<file path="src/rtl/cdc_sync_block.sv">
// Multi-stage flop synchronizer for independent asynchronous level bits.
// Optional rise/fall pulse outputs are enabled with `define CDC_SYNC_BLOCK_EDGE_DET_EN.
module cdc_sync_block #(
    parameter int unsigned       WIDTH    = 1,
    parameter int unsigned       STAGES   = 6,
    parameter logic [WIDTH-1:0]  INIT_VAL = {WIDTH{1'b0}}
) (
    input  logic             clk,
    input  logic             rst,
    input  logic [WIDTH-1:0] data_in,
    output logic [WIDTH-1:0] data_out
`ifdef CDC_SYNC_BLOCK_EDGE_DET_EN
    ,
    output logic [WIDTH-1:0] rise_o,
    output logic [WIDTH-1:0] fall_o
`endif
);

    generate
        if (STAGES < 2 || STAGES > 8) begin : g_bad_stages
            $error("cdc_sync_block: STAGES must be in 2..8");
        end
    endgenerate

    // Entry [0] is the metastability-catching stage; the source-side path into it is unconstrained.
    (* ASYNC_REG = "TRUE", DONT_TOUCH = "TRUE" *)
    logic [STAGES-1:0][WIDTH-1:0] sync_q = {STAGES{INIT_VAL}};

    always_ff @(posedge clk) begin
        if (rst) begin
            sync_q <= {STAGES{INIT_VAL}};
        end else begin
            sync_q <= {sync_q[STAGES-2:0], data_in};
        end
    end

    assign data_out = sync_q[STAGES-1];

`ifdef CDC_SYNC_BLOCK_EDGE_DET_EN
    // prev starts at INIT_VAL so neither power-up nor reset yields a pulse.
    logic [WIDTH-1:0] prev_q = INIT_VAL;
    logic [WIDTH-1:0] rise_q = '0;
    logic [WIDTH-1:0] fall_q = '0;

    always_ff @(posedge clk) begin
        if (rst) begin
            prev_q <= INIT_VAL;
            rise_q <= '0;
            fall_q <= '0;
        end else begin
            prev_q <= data_out;
            rise_q <= data_out & ~prev_q;
            fall_q <= ~data_out & prev_q;
        end
    end

    assign rise_o = rise_q;
    assign fall_o = fall_q;
`endif

endmodule

</file>
<file path="config.mk">
export PLATFORM = sky130hd
export DESIGN_NAME = cdc_sync_block
export DESIGN_NICKNAME = d
export VERILOG_FILES = /design/src/rtl/cdc_sync_block.sv
export SDC_FILE = /design/constraint.sdc
export NUM_CORES = 1
export LEC_CHECK = 0
export ABC_CLOCK_PERIOD_IN_PS = 800
export CAP_MARGIN = 20
export CORE_AREA = 3 3 40 42
export DETAILED_ROUTE_END_ITERATION = 6
export DIE_AREA = 0 0 43 45
export MAX_ROUTING_LAYER = met4
export PLACE_DENSITY_LB_ADDON = 0.1
export SETUP_SLACK_MARGIN = 0.4
export SLEW_MARGIN = 20
export SYNTH_ARGS = -nofsm -noshare
export SYNTH_HDL_FRONTEND = slang
export SYNTH_SLANG_ARGS = --single-unit
</file>
<file path="constraint.sdc">
create_clock -name clk -period 0.8 [get_ports clk]
set_input_delay 0.16 -clock clk [delete_from_list [all_inputs] [get_ports clk]]
set_output_delay 0.16 -clock clk [all_outputs]
set_load 0.02 [all_outputs]
</file>
Word-level counts from Yosys, hierarchy flattened
Index checks and enable logic that the tools add are counted.
{"block": "totals", "input_bits": 3, "output_inout_bits": 1, "regBits": 6}

Depth between registers and ports, before layout
Gate-level depths: netlist (run 1).
{"block": "logic_depth", "word_depth": 0, "ltp_mapped": 1, "ltp_nobuf": 1}

Least setup slack after synthesis (run 1)
OpenSTA, ideal clock, no wires.
{"block": "synth_path", "path_kind": "reg-to-output", "from": "reg sync_q (netlist bit data_out)", "to": "out data_out", "t_arrival_ps": 395, "slack_ps": 245, "path_buffers": 0, "stages_incl_launch_ff": 1, "path_cell_list": "dfxtp_1"}
{"item": "start, declared", "line_no": "27", "rtl": "logic [STAGES-1:0][WIDTH-1:0] sync_q = {STAGES{INIT_VAL}};"}
{"item": "start signal, assigned", "line_no": "31", "rtl": "sync_q <= {STAGES{INIT_VAL}};"}
{"item": "start signal, assigned", "line_no": "33", "rtl": "sync_q <= {sync_q[STAGES-2:0], data_in};"}
{"item": "end, declared", "line_no": "11", "rtl": "output logic [WIDTH-1:0] data_out"}
No word-level cell between the ends.

Worst setup path in the final report (run 1)
{"block": "layout_path", "from": "reg sync_q (netlist bit data_out)", "to": "out data_out"}
No word-level cell between the ends.

==> summary.txt, run 1 <==
Run status
  • Status: finished, violations left
  • Violated checks: negative setup slack

Synth
  • Yosys warns: 0
  • Synth Register Bits: 6
  • Main synth FF type: dfxtp_1
  • Cells after synthesis: 12
  • Net count after synthesis: 15
  • Ys async rst share: 0%
  • Synthesized area per cell: around 13 um^2
  • Post-synth EDFFs: 0
  • Register area share after synthesis: 76.2%
  • Biggest area consumer among synthesized cells: dfxtp_1
  • Top area cells in the synthesized netlist: dfxtp_1 76%, nor2b_1 24%
  • Yosys cell types: 2
  • Yosys top cell area share: 76.2%
  • Top post-synthesis cells by count: 6 x dfxtp_1, 6 x nor2b_1
  • Mapped Area: 158 um^2

Floorplan
  • Starting Density: 12.3%
  • DIE AREA: 1940 um^2
  • # IOs: 4
  • Chip width: around 43 um
  • Core area: 1280 um^2
  • Site row count: 13
  • Die height: 45 um

STA
  • Final min period: 861 ps
  • Slew Limit Headroom: 87.6%
  • Tcrit/Tclk final: 108%
  • Worst-Margin Slew: between 150 and 200 ps
  • Final Hold Viols: 0
  • RSZ-0062 raised after global routing: true
  • Final setup fails: 1
  • Post-route setup slack: -61.3 ps
  • Clock skew: 6.73 ps
  • Fmax: 1160 MHz
  • Setup tns final: -61.3 ps
  • Max Slew Vio Count: 0

GRT
  • Antenna violations before repair: 0
  • Grt ovf: 0
  • Vias in the first global route: 111
  • Global-route wire length before repair: 462 um
  • Largest net degree at the start of global routing: 7
  • Gr usage total: 4.38%

Power and ir drop
  • Power, Total: 635 uW
  • Peak supply drop: 0.687 mV
  • Static Leak: 0.0987 nW
  • Pwr Density: approximately 2500 nW/um^2

Clock network
  • CTS Hold Buffers Added: 0
  • Post-CTS Setup Bufs: 0
  • CTS tree: built
  • CTS sink cnt: 6
  • H-Tree Level Count: 1
  • Cts bufs inserted: 3
  • Clk root buf: clkbuf_4
  • Max Root-Sink Buffers: 2
  • Clk Latency, worst-skew pair: 250 ps
  • Clk slew on worst S/H paths: 50 ps

Setup path
  • Crit path kind: flop to output pin
  • CP delay by family, top: flip-flops
  • Buf/Inv on CP: 1
  • Data required, critical path: between 600 and 700 ps
  • Reg2reg start: sync_q[1]$_SDFF_PP0_
  • Reg2reg end: sync_q[2]$_SDFF_PP0_
  • Worst R2R Setup Slack: 260 ps
  • CP arrival: 700 ps
  • Reg2Reg Depth: 1
  • Slowest cell delay on critical path: 330 ps
  • Type of origin of the critical path: flop
  • CP Depth: 1
  • Slowest CP cell: dfxtp_4
  • CP Capture Point: data_out
  • Critical path origin: data_out$_SDFF_PP0_
  • Crit-path cells: buf_6
  • CP Max Fanout: 1
  • CP Capture Type: output pin

Drt
  • Final antenna-violating net count: 0
  • Vias: 99
  • DRT Pass-1 Iters: 2
  • Routed wire length: around 250 um
  • DRC viols: 0
  • Post-DR wirelength/cell: 7.35 um
  • Starting DRT DRC Count: 2
  • DR vias/cell: between 2 and 3

Placed design
  • Inst Count DP: 30
  • Dpl ws: -258 ps
  • Final Wtd Congestion: 0.590
  • Port bufs: 3

Final layout
  • Final #Nets: 23
  • Post-Layout Cell Count: 34
  • FF/Latch Area: 128 um^2
  • Multi-input gate area: between 50 and 60 um^2
  • Share of layout cells above drive strength 1: 57.9%
  • Antenna cells: 0
  • Number of fill cells: 142
  • Layout area overhead: 58.7%

Hold path
  • Hold Crit Class: primary input to flop

Run
  • Max_cap viols: 0
[repair_timing]
action                                  4_1_cts  5_1_grt
resized for setup                             9        8
endpoints found under the setup margin        7        7
endpoints found under the hold margin         0        0
[through the flow]
step	hold WS, ps	util [%]	area [um^2]
floorplan	222	-	161
global placement	421	16.4	210
detailed placement	428	16.4	210
CTS	225	18.4	236
global route	208	19.5	250
finish	191	19.5	250
[area by class of cell]
class                           instances  area share, %
Tap cell                               15           7.50
Clock buffer                            4           10.5
Timing Repair Buffer                    3           10.0
Multi-Input combinational cell          6           21.0
Sequential cell                         6           51.0
[state kept, by name (all words and copies together) (netlist names)]
name      flops
data_out      1
sync_q        5
[layout by cell type (no fill, tap or decap)]
| cell type | n |
|---|---|
| buf_6 | 1 |
| clkbuf_1 | 1 |
| clkbuf_2 | 1 |
| clkbuf_4 | 3 |
| dfxtp_1 | 2 |
| dfxtp_2 | 3 |
| dfxtp_4 | 1 |
| dlygate4sd2_1 | 1 |
| nor2b_1 | 4 |
| nor2b_4 | 2 |
[power by group]
group / switching, mW / internal, mW / total (mW)
clock network: 0.117 / 0.189 / 0.307
logic: 0.00910 / 0.0126 / 0.0217
registers: 0.00190 / 0.305 / 0.307
total: 0.128 / 0.507 / 0.635
[kinds of logic (layout without fill, tap and decap cells)]
| logic type | Yosys count | after routing | share of synthesized area, % |
|---|---|---|---|
| buffers and inverters | 0 | 7 | 0 |
| flip-flops | 6 | 6 | 76.2 |
| AND/OR/NAND/NOR | 6 | 6 | 23.8 |
[worst min path at each step]
stage | startpoint | end | slack, ps | cells after the start
2_1_floorplan | rst | data_out$_SDFF_PP0_ | 220 | 1
3_3_place_gp | sync_q[2]$_SDFF_PP0_ | sync_q[3]$_SDFF_PP0_ | 420 | 1
3_5_place_dp | sync_q[3]$_SDFF_PP0_ | sync_q[4]$_SDFF_PP0_ | 430 | 1
4_1_cts | data_in | sync_q[0]$_SDFF_PP0_ | 230 | 2
5_1_grt | rst | sync_q[1]$_SDFF_PP0_ | 210 | 2
6_report | rst | sync_q[1]$_SDFF_PP0_ | 190 | 2
[per-layer routing]
layer  up-vias  routed length [um]  GRT usage [%]
li1         49                   -              -
met5         -                   0              -
met2         4                 125           5.09
met1        46                  99           3.15
met4         0                   0           7.23
met3         0                  24           3.59
Note: power is estimated with default switching activity, not from simulation.
==> run 2, diff against run 1 <==
CTS_BUF_LIST = sky130_fd_sc_hd__clkbuf_4 sky130_fd_sc_hd__clkbuf_8   (was default)
==> run 2 against run 1 <==
The flow still finishes with violations (negative setup slack). Non-clock buffer count did not move. Cell count did not move. Worst setup slack got worse by 1.4 ps. Core utilization fell by 0.39 points. Clock power rose by 11%. Design area fell by 2.0%. Hold slack got worse by 16 ps. Die area did not move. Clock skew rose by 0.81 ps. Largest power group is now the clock network. Flip-flop and latch count did not move. Count of clock-buffer cells in the layout did not move. Critical endpoint unchanged.
==> summary.txt, run 2 (synthesized netlist as in run 1, its figures left out) <==
Setup path
  • Crit path kind: flop to output pin
  • Data required, critical path: 640 ps (about the same)
  • Type of origin of the critical path: flop
  • CP delay by family, top: flip-flops
  • CP Max Fanout: 1 (unchanged)
  • Slowest CP cell: dfxtp_4
  • Slowest cell delay on critical path: 330 ps (about the same)
  • Crit-path cells: buf_6
  • CP Capture Type: output pin
  • CP arrival: 700 ps (about the same)
  • Buf/Inv on CP: 1 (unchanged)

Drt
  • Final antenna-violating net count: 0 (unchanged)
  • Routed wire length: 238 um (-4.8%)
  • DRT Pass-1 Iters: 2 (unchanged)
  • Starting DRT DRC Count: 2 (unchanged)
  • Post-DR wirelength/cell: 7.00 um (-4.8%)
  • Vias: 98 (-1.0%)
  • DR vias/cell: 2.88 (-1.0%)
  • DRC viols: 0 (unchanged)

Final layout
  • Antenna cells: 0 (unchanged)
  • Number of fill cells: 144 (+1.4%)
  • Share of layout cells above drive strength 1: 52.6% (-5.3 points)
  • Biggest register: sync_q
  • Final #Nets: 23 (unchanged)
  • Commonest non-fill, non-tap cells in the layout: 5 x nor2b_1, 4 x clkbuf_4, 3 x dfxtp_1
  • Number of flip-flops in the largest register: 5 (unchanged)
  • Layout area overhead: 55.6%
  • Commonest non-fill, non-tap cell in the layout: nor2b_1
  • Final Util: 19.1% (-0.39 points)
  • Finished Cell Area: 245 um^2 (-2.0%)
  • Post-Layout Cell Count: 34 (unchanged)

Power and ir drop
  • Static Leak: 0.0993 nW (+0.61%)
  • Peak supply drop: 0.701 mV (+2.1%)
  • Power, Total: 666 uW (+4.9%)
  • Pwr Density: 2720 nW/um^2 (+7.0%)

STA
  • Worst-Margin Slew: 154 ps (-32.7 ps)
  • Fmax: 1160 MHz (-0.16%)
  • RSZ-0062 raised after global routing: true
  • Final Hold Viols: 0 (unchanged)
  • Final setup fails: 1 (unchanged)
  • Final min period: 863 ps (+1.41 ps)
  • Post-route setup slack: -62.7 ps (-1.41 ps)
  • Slew Limit Headroom: 89.7% (+2.2 points)
  • Clock skew: 7.54 ps (+0.808 ps)
  • Max Slew Vio Count: 0 (unchanged)
  • Tcrit/Tclk final: 108% (+0.18 points)

Floorplan
  • Chip width: 43 um (unchanged)
  • Core area: 1280 um^2 (unchanged)
  • Die height: 45 um (unchanged)
  • DIE AREA: 1940 um^2 (unchanged)
  • Starting Density: 12.3% (unchanged)
  • Site row count: 13 (unchanged)
  • # IOs: 4 (unchanged)

Hold path
  • Hold Crit Class: primary input to flop

Placed design
  • Final Wtd Congestion: 0.590 (unchanged)
  • Port bufs: 3 (unchanged)
  • Inst Count DP: 30 (unchanged)
  • Dpl ws: -258 ps (unchanged)
  • Post-Place Cell Area: 210 um^2 (unchanged)

Run status
  • Violated checks: negative setup slack
  • Status: finished, violations left

Clock network
  • Clk root buf: clkbuf_4
  • Cts bufs inserted: 3 (unchanged)
  • H-Tree Level Count: 1 (unchanged)
  • Clk slew on worst S/H paths: 50 ps (about the same)
  • CTS sink cnt: 6 (unchanged)
  • CTS tree: built
  • Max Root-Sink Buffers: 2 (unchanged)
  • Clk Latency, worst-skew pair: 250 ps (about the same)
  • CTS Hold Buffers Added: 0 (unchanged)

GRT
  • Vias in the first global route: 111 (unchanged)
  • Global-route wire length before repair: 448 um (-3.0%)
  • Antenna violations before repair: 0 (unchanged)
  • Gr usage total: 4.21% (-0.17 points)
  • Grt ovf: 0 (unchanged)
  • Largest net degree at the start of global routing: 7 (unchanged)

Run
  • Max_cap viols: 0 (unchanged)
-- run 2: cell counts in the layout (fill, tap and decap cells not counted) --
No cell type changed its count.
-- run 2: worst paths after layout --
| check | startpoint | end | slack (ps) | cells after the start |
|---|---|---|---|---|
| max reg2reg | sync_q[1]$_SDFF_PP0_ | sync_q[2]$_SDFF_PP0_ | 270 | 1 |
| max | data_out$_SDFF_PP0_ | data_out | -60 | 1 |
| min reg2reg | sync_q[4]$_SDFF_PP0_ | data_out$_SDFF_PP0_ | 430 | 1 |
| min | rst | data_out$_SDFF_PP0_ | 170 | 2 |
-- run 2: stage by stage --
stage	TNS [ps]	hold slack (ps)
finish	-62.7	175
global route	-90.4	193
CTS	-81.1	224
detailed placement	-1180	428
global placement	-1060	421
floorplan	0	222
-- run 2: area by class of cell --
cell class | count | area (um^2) | area share (%)
clock buffer | 4 | 30.0 | 12.2
multi-input combinational | 6 | 45.0 | 18.4
sequential | 6 | 126 | 51.5
tap | 15 | 18.8 | 7.65
timing repair buffer | 3 | 25.0 | 10.2
-- run 2: repair_timing --
| action | in CTS | in global routing |
|---|---|---|
| buffers inserted | 0 | 0 |
| endpoints found under the setup margin | 7 | 7 |
| gates resized for setup | 9 | 5 |
| hold endpoints to repair | 0 | 0 |
-- run 2: per-layer routing --
metal  share of wire [%]  vias to the layer above  global-route usage, %
li1                    -                       49                      -
met1                  45                       45                   3.15
met4                   0                        0                   7.23
met3                  10                        0                   3.59
met2                  44                        4                   4.49
met5                   0                        -                      -
-- run 2: power breakdown --
group	internal, mW	switching (mW)
Combinational	0.0104	0.00778
Clock	0.223	0.119
Sequential	0.304	0.00158
==> run 3, diff against run 2 <==
ABC_CLOCK_PERIOD_IN_PS = 1000   (was 800)
TNS_END_PERCENT = 100   (was default)
clock period = 1 ns   (was 0.8 ns; I/O delays follow)
==> run 3 against run 2 <==
The run now ends clean. Non-clock buffer count unchanged. Clock skew down 2.6 ps. Design area down 6.1%. Die area unchanged. Via count up 2.0%. Critical path type unchanged. Largest cell class unchanged.
==> summary.txt, run 3 (synthesized netlist as in run 1, its figures left out) <==
Setup path
  • Reg2reg end: data_out$_SDFF_PP0_
  • CP Max Fanout: 1 (unchanged)
  • Crit-path cells: buf_6
  • CP Capture Point: data_out
  • Slowest CP cell: dfxtp_2
  • Type of origin of the critical path: flop
  • Buf/Inv on CP: 1 (unchanged)
  • Reg2Reg Depth: 1 (unchanged)
  • CP Depth: 1 (unchanged)
  • Reg2reg start: sync_q[4]$_SDFF_PP0_
  • CP delay by family, top: flip-flops
  • Worst R2R Setup Slack: 480 ps (+210 ps)
  • Crit path kind: flop to output pin
  • CP arrival: 670 ps (-30 ps)
  • Data required, critical path: 800 ps (+160 ps)
  • CP Capture Type: output pin
  • Critical path origin: data_out$_SDFF_PP0_
  • Slowest cell delay on critical path: 310 ps (-20 ps)

STA
  • Slew Limit Headroom: 86.2% (-3.6 points)
  • Max Slew Vio Count: 0 (unchanged)
  • RSZ-0062 raised after global routing: true
  • Fmax: 1150 MHz
  • Final setup fails: 0 (-1)
  • Tcrit/Tclk final: 86.9%
  • Clock skew: 4.90 ps (-2.64 ps)
  • Post-route setup slack: 131 ps (+193 ps)
  • Final min period: 869 ps
  • Final Hold Viols: 0 (unchanged)
  • Worst-Margin Slew: 208 ps (+53.7 ps)

Power and ir drop
  • Static Leak: 0.0920 nW (-7.4%)
  • Peak supply drop: 0.727 mV (+3.7%)
  • Pwr Density: 2080 nW/um^2 (-23%)

Clock network
  • Post-CTS Setup Bufs: 0 (unchanged)
  • CTS Hold Buffers Added: 0 (unchanged)
  • Clk Latency, worst-skew pair: 240 ps (about the same)
  • H-Tree Level Count: 1 (unchanged)
  • Clk slew on worst S/H paths: 50 ps (about the same)
  • Post-CTS Resized: 8 (-1)
  • CTS sink cnt: 6 (unchanged)
  • CTS tree: built
  • Max Root-Sink Buffers: 2 (unchanged)
  • Clk root buf: clkbuf_4
  • Cts bufs inserted: 3 (unchanged)

Drt
  • Vias: 100 (+2.0%)
  • Post-DR wirelength/cell: 6.91 um (-1.3%)
  • Routed wire length: 228 um (-4.2%)
  • Starting DRT DRC Count: 0 (-2)
  • Final antenna-violating net count: 0 (unchanged)
  • DR vias/cell: 3.03 (+5.1%)
  • DRT Pass-1 Iters: 1 (-1)
  • DRC viols: 0 (unchanged)

Final layout
  • Biggest register: sync_q
  • Layout area overhead: 46.0%
  • Number of flip-flops in the largest register: 5 (unchanged)
  • Post-Layout Cell Count: 33 (-2.9%)
  • Commonest non-fill, non-tap cells in the layout: 6 x nor2b_1, 5 x dfxtp_1, 3 x clkbuf_4
  • Commonest non-fill, non-tap cell in the layout: nor2b_1
  • Antenna cells: 0 (unchanged)
  • Final #Nets: 23 (unchanged)
  • Share of layout cells above drive strength 1: 27.8% (-25 points)

Placed design
  • Dpl ws: -74.9 ps (+184 ps)
  • Port bufs: 3 (unchanged)
  • Inst Count DP: 30 (unchanged)
  • Final Wtd Congestion: 0.528 (-10%)

Hold path
  • Hold Crit Class: primary input to flop

GRT
  • Grt ovf: 0 (unchanged)
  • Gr usage total: 4.55% (+0.34 points)
  • Largest net degree at the start of global routing: 7 (unchanged)
  • Global-route wire length before repair: 483 um (+7.8%)
  • Vias in the first global route: 113 (+1.8%)
  • Antenna violations before repair: 0 (unchanged)

Floorplan
  • DIE AREA: 1940 um^2 (unchanged)
  • Chip width: 43 um (unchanged)
  • # IOs: 4 (unchanged)
  • Site row count: 13 (unchanged)
  • Core area: 1280 um^2 (unchanged)
  • Die height: 45 um (unchanged)
  • Starting Density: 12.3% (unchanged)

Run status
  • Status: finished clean

Run
  • Max_cap viols: 0 (unchanged)
[run 3: cell types whose count changed in the layout (fill, tap and decap cells not counted), sizes merged]
cell	previous run	this run
clkbuf	5	3
clkdlybuf4s50	0	1
[run 3: worst min-delay path by stage]
stage | from | to | slack, ps | cells past startpoint
floorplan | rst | data_out$_SDFF_PP0_ | 270 | 1
global placement | sync_q[2]$_SDFF_PP0_ | sync_q[3]$_SDFF_PP0_ | 420 | 1
detailed placement | sync_q[2]$_SDFF_PP0_ | sync_q[3]$_SDFF_PP0_ | 430 | 1
CTS | rst | data_out$_SDFF_PP0_ | 380 | 2
global route | rst | sync_q[4]$_SDFF_PP0_ | 400 | 2
finish | rst | data_out$_SDFF_PP0_ | 370 | 2
[run 3: cell type report]
| type | count | area [um^2] |
|---|---|---|
| repair buffers | 3 | 30.0 |
| flip-flops and latches | 6 | 121 |
| fillers | 147 | 1050 |
| clock buffers | 3 | 22.5 |
| multi-input cells | 6 | 37.5 |
| well taps | 15 | 18.8 |
[run 3: routing by layer]
metal	GRT usage, %	vias to the layer above	routed length [um]
li1	-	49	-
met1	3.13	43	83
met2	4.79	6	100
met3	5.98	2	37
met4	5.42	0	6
met5	-	-	0
[run 3: per-stage QoR]
step | area (um^2) | hold slack (ps) | util [%] | power (mW) | TNS [ps]
final | 230 | 373 | 17.9 | 0.479 | 0
after global routing | 230 | 402 | 17.9 | 0.523 | 0
after CTS | 230 | 384 | 17.9 | 0.499 | 0
after detailed placement | 206 | 426 | 16.1 | 0.268 | -74.9
after global placement | 206 | 422 | 16.1 | 0.267 | -76.2
after floorplan | 158 | 272 | - | 0.256 | 0
[run 3: power breakdown]
part           switching, mW  internal [mW]
clock                 0.0824          0.135
sequential           0.00114          0.246
combinational        0.00506        0.00903
==> variant: new RTL, config.mk and constraints of run 3 <==
Add a define of `CDC_SYNC_BLOCK_EDGE_DET_EN`.
--- a/src/rtl/cdc_sync_block.sv
+++ b/src/rtl/cdc_sync_block.sv
@@ -1,4 +1,6 @@
 // Multi-stage flop synchronizer for independent asynchronous level bits.
 // Optional rise/fall pulse outputs are enabled with `define CDC_SYNC_BLOCK_EDGE_DET_EN.
+`define CDC_SYNC_BLOCK_EDGE_DET_EN
+
 module cdc_sync_block #(
     parameter int unsigned       WIDTH    = 1,
Function (old outputs only; new: fall_o and rise_o): kept (equiv_simple and equiv_induct, registers matched by name and starting in step).
==> variant against run 3 <==
- power increased by 36%
- sequential cell count increased by 3
- area after synthesis increased by 52%
- routed wire length increased by 62%
- worst setup slack got worse by 0.052 ns
- die area unchanged
- utilization increased by 11 points
- final area increased by 62%
- global-route usage increased by 1.2 points
- register-to-register slack got worse by 0.31 ns
- fmax decreased by 5.6%
- combinational power increased by 37%
- largest power group unchanged
==> variant: results (changes against run 3) <==
cts-buffers-inserted: 3  # unchanged
antenna_found_initial: 0  # unchanged
min_from: "sync_q[4]"  # was rst
critPathArrivalTime_ns: 0.72  # was 0.67 ns
via_count: 156  # was 100
track_usage_pct: 5.77  # was 4.55%
dpl_worst_slack_ns: -0.130  # was -0.0749 ns
gp_congestion: 0.593  # was 0.528
grt_pass1_wl_um: 655  # was 483 um
gr-total-overflow: 0  # unchanged
cts_buffer_depth: 2  # unchanged
synth_area_leaders: "dfxtp_1, nor2b_1, nor3b_1"  # was dfxtp_1, nor2b_1
slowest_stage: "dfxtp_4"  # was dfxtp_2
insertion_delay_ns: 0.26  # was 0.24 ns
grt_pass1_vias: 175  # was 113
dp_hpwl_um: 226
largest_reg_flops: 5  # unchanged
worst_ir_drop_vdd_mv: 0.544  # was 0.727 mV
critPathKind: "reg2out"  # unchanged
io_buffer_count: 5  # was 3
cts_max_level: 1  # unchanged
synth-seq-area-share_pct: 75.4  # was 76.2%
largest-register: "sync_q"  # unchanged
regToRegStartpoint: "data_out"  # was sync_q[4]
critical-path-top-delay-family: "flip-flops"  # unchanged
num_antenna_cells: 0  # unchanged
num-fill-cells: 138  # was 147
crit_path_max_fanout: 2  # was 1
synth_commonest_cells: "dfxtp_1, nor2b_1, nor3b_1"  # was dfxtp_1, nor2b_1
relSlewSlack_pct: 76.5  # was 86.2%
wl_um: 369  # was 228 um
drt_iter0_drc: 0  # unchanged
clockRootBuffer: "clkbuf_4"  # unchanged
first_pass_iters: 1  # unchanged
crit_path_max_incr_delay_ns: 0.34  # was 0.31 ns
synth_cell_types: 3  # was 2
post_dp_cell_area_sq_um: 319  # was 206 sq um
clk_pin_slew_ns: 0.06
finalClockSkew_ns: 0.00540  # was 0.00490 ns
yosysWarnings: 0  # unchanged
grt_start_max_net_pins: 10  # was 7
drive_above_1_share_pct: 48.3  # was 27.8%
fin_nets: 33  # was 23
leakagePower_nw: 0.155  # was 0.0920 nW
postSynth.asyncResetShare_pct: 0  # unchanged
setup_tns_ns: 0  # unchanged
hold_class: "reg2reg"  # was in2reg
outcome: "complete, no violations"  # unchanged
synth_nets: 21  # was 15
## variant: power breakdown
group	switching, W	internal [W]
combinational	0.00000847	0.0000109
sequential	0.00000151	0.000362
clock	0.000123	0.000147
## variant: final cells by class
class	instances	area, sq um	area share, %
Tap cell	15	18.8	5.02
Sequential cell	9	186	49.8
Clock inverter	1	5.00	1.34
Clock buffer	3	22.5	6.02
Timing Repair Buffer	7	72.6	19.4
Multi-Input combinational cell	9	68.8	18.4
## variant: path summary, 6_finish.rpt
kind	depth (start not counted)	to	slack (ns)
setup reg to reg	3	rise_o	0.17
hold reg to reg	1	data_out	0.43
setup / recovery	1	data_out	0.08
hold / removal	1	data_out	0.43
## variant: routing by layer
| layer | part of all wire (%) | global-route usage, % |
|---|---|---|
| met4 | 0 | 7.23 |
| met3 | 11 | 4.78 |
| met2 | 51 | 7.78 |
| met1 | 38 | 4.14 |
| met5 | 0 | - |
## variant: what timing repair did
action / CTS / global route
pin swaps: 1 / 0
endpoints found under the setup margin: 12 / 9
buffers inserted: 1 / 0
resized for setup: 24 / 1
## variant: logic make-up after synthesis
kind of cell / synth area share [%]
and+or+nand+nor: 24.6
DFF: 75.4
## variant: per-stage QoR
step,hold WS [ns],instances
final,0.425,44
after global routing,0.436,44
after CTS,0.429,44
after detailed placement,0.414,39
after global placement,0.393,39
after floorplan,0.262,18
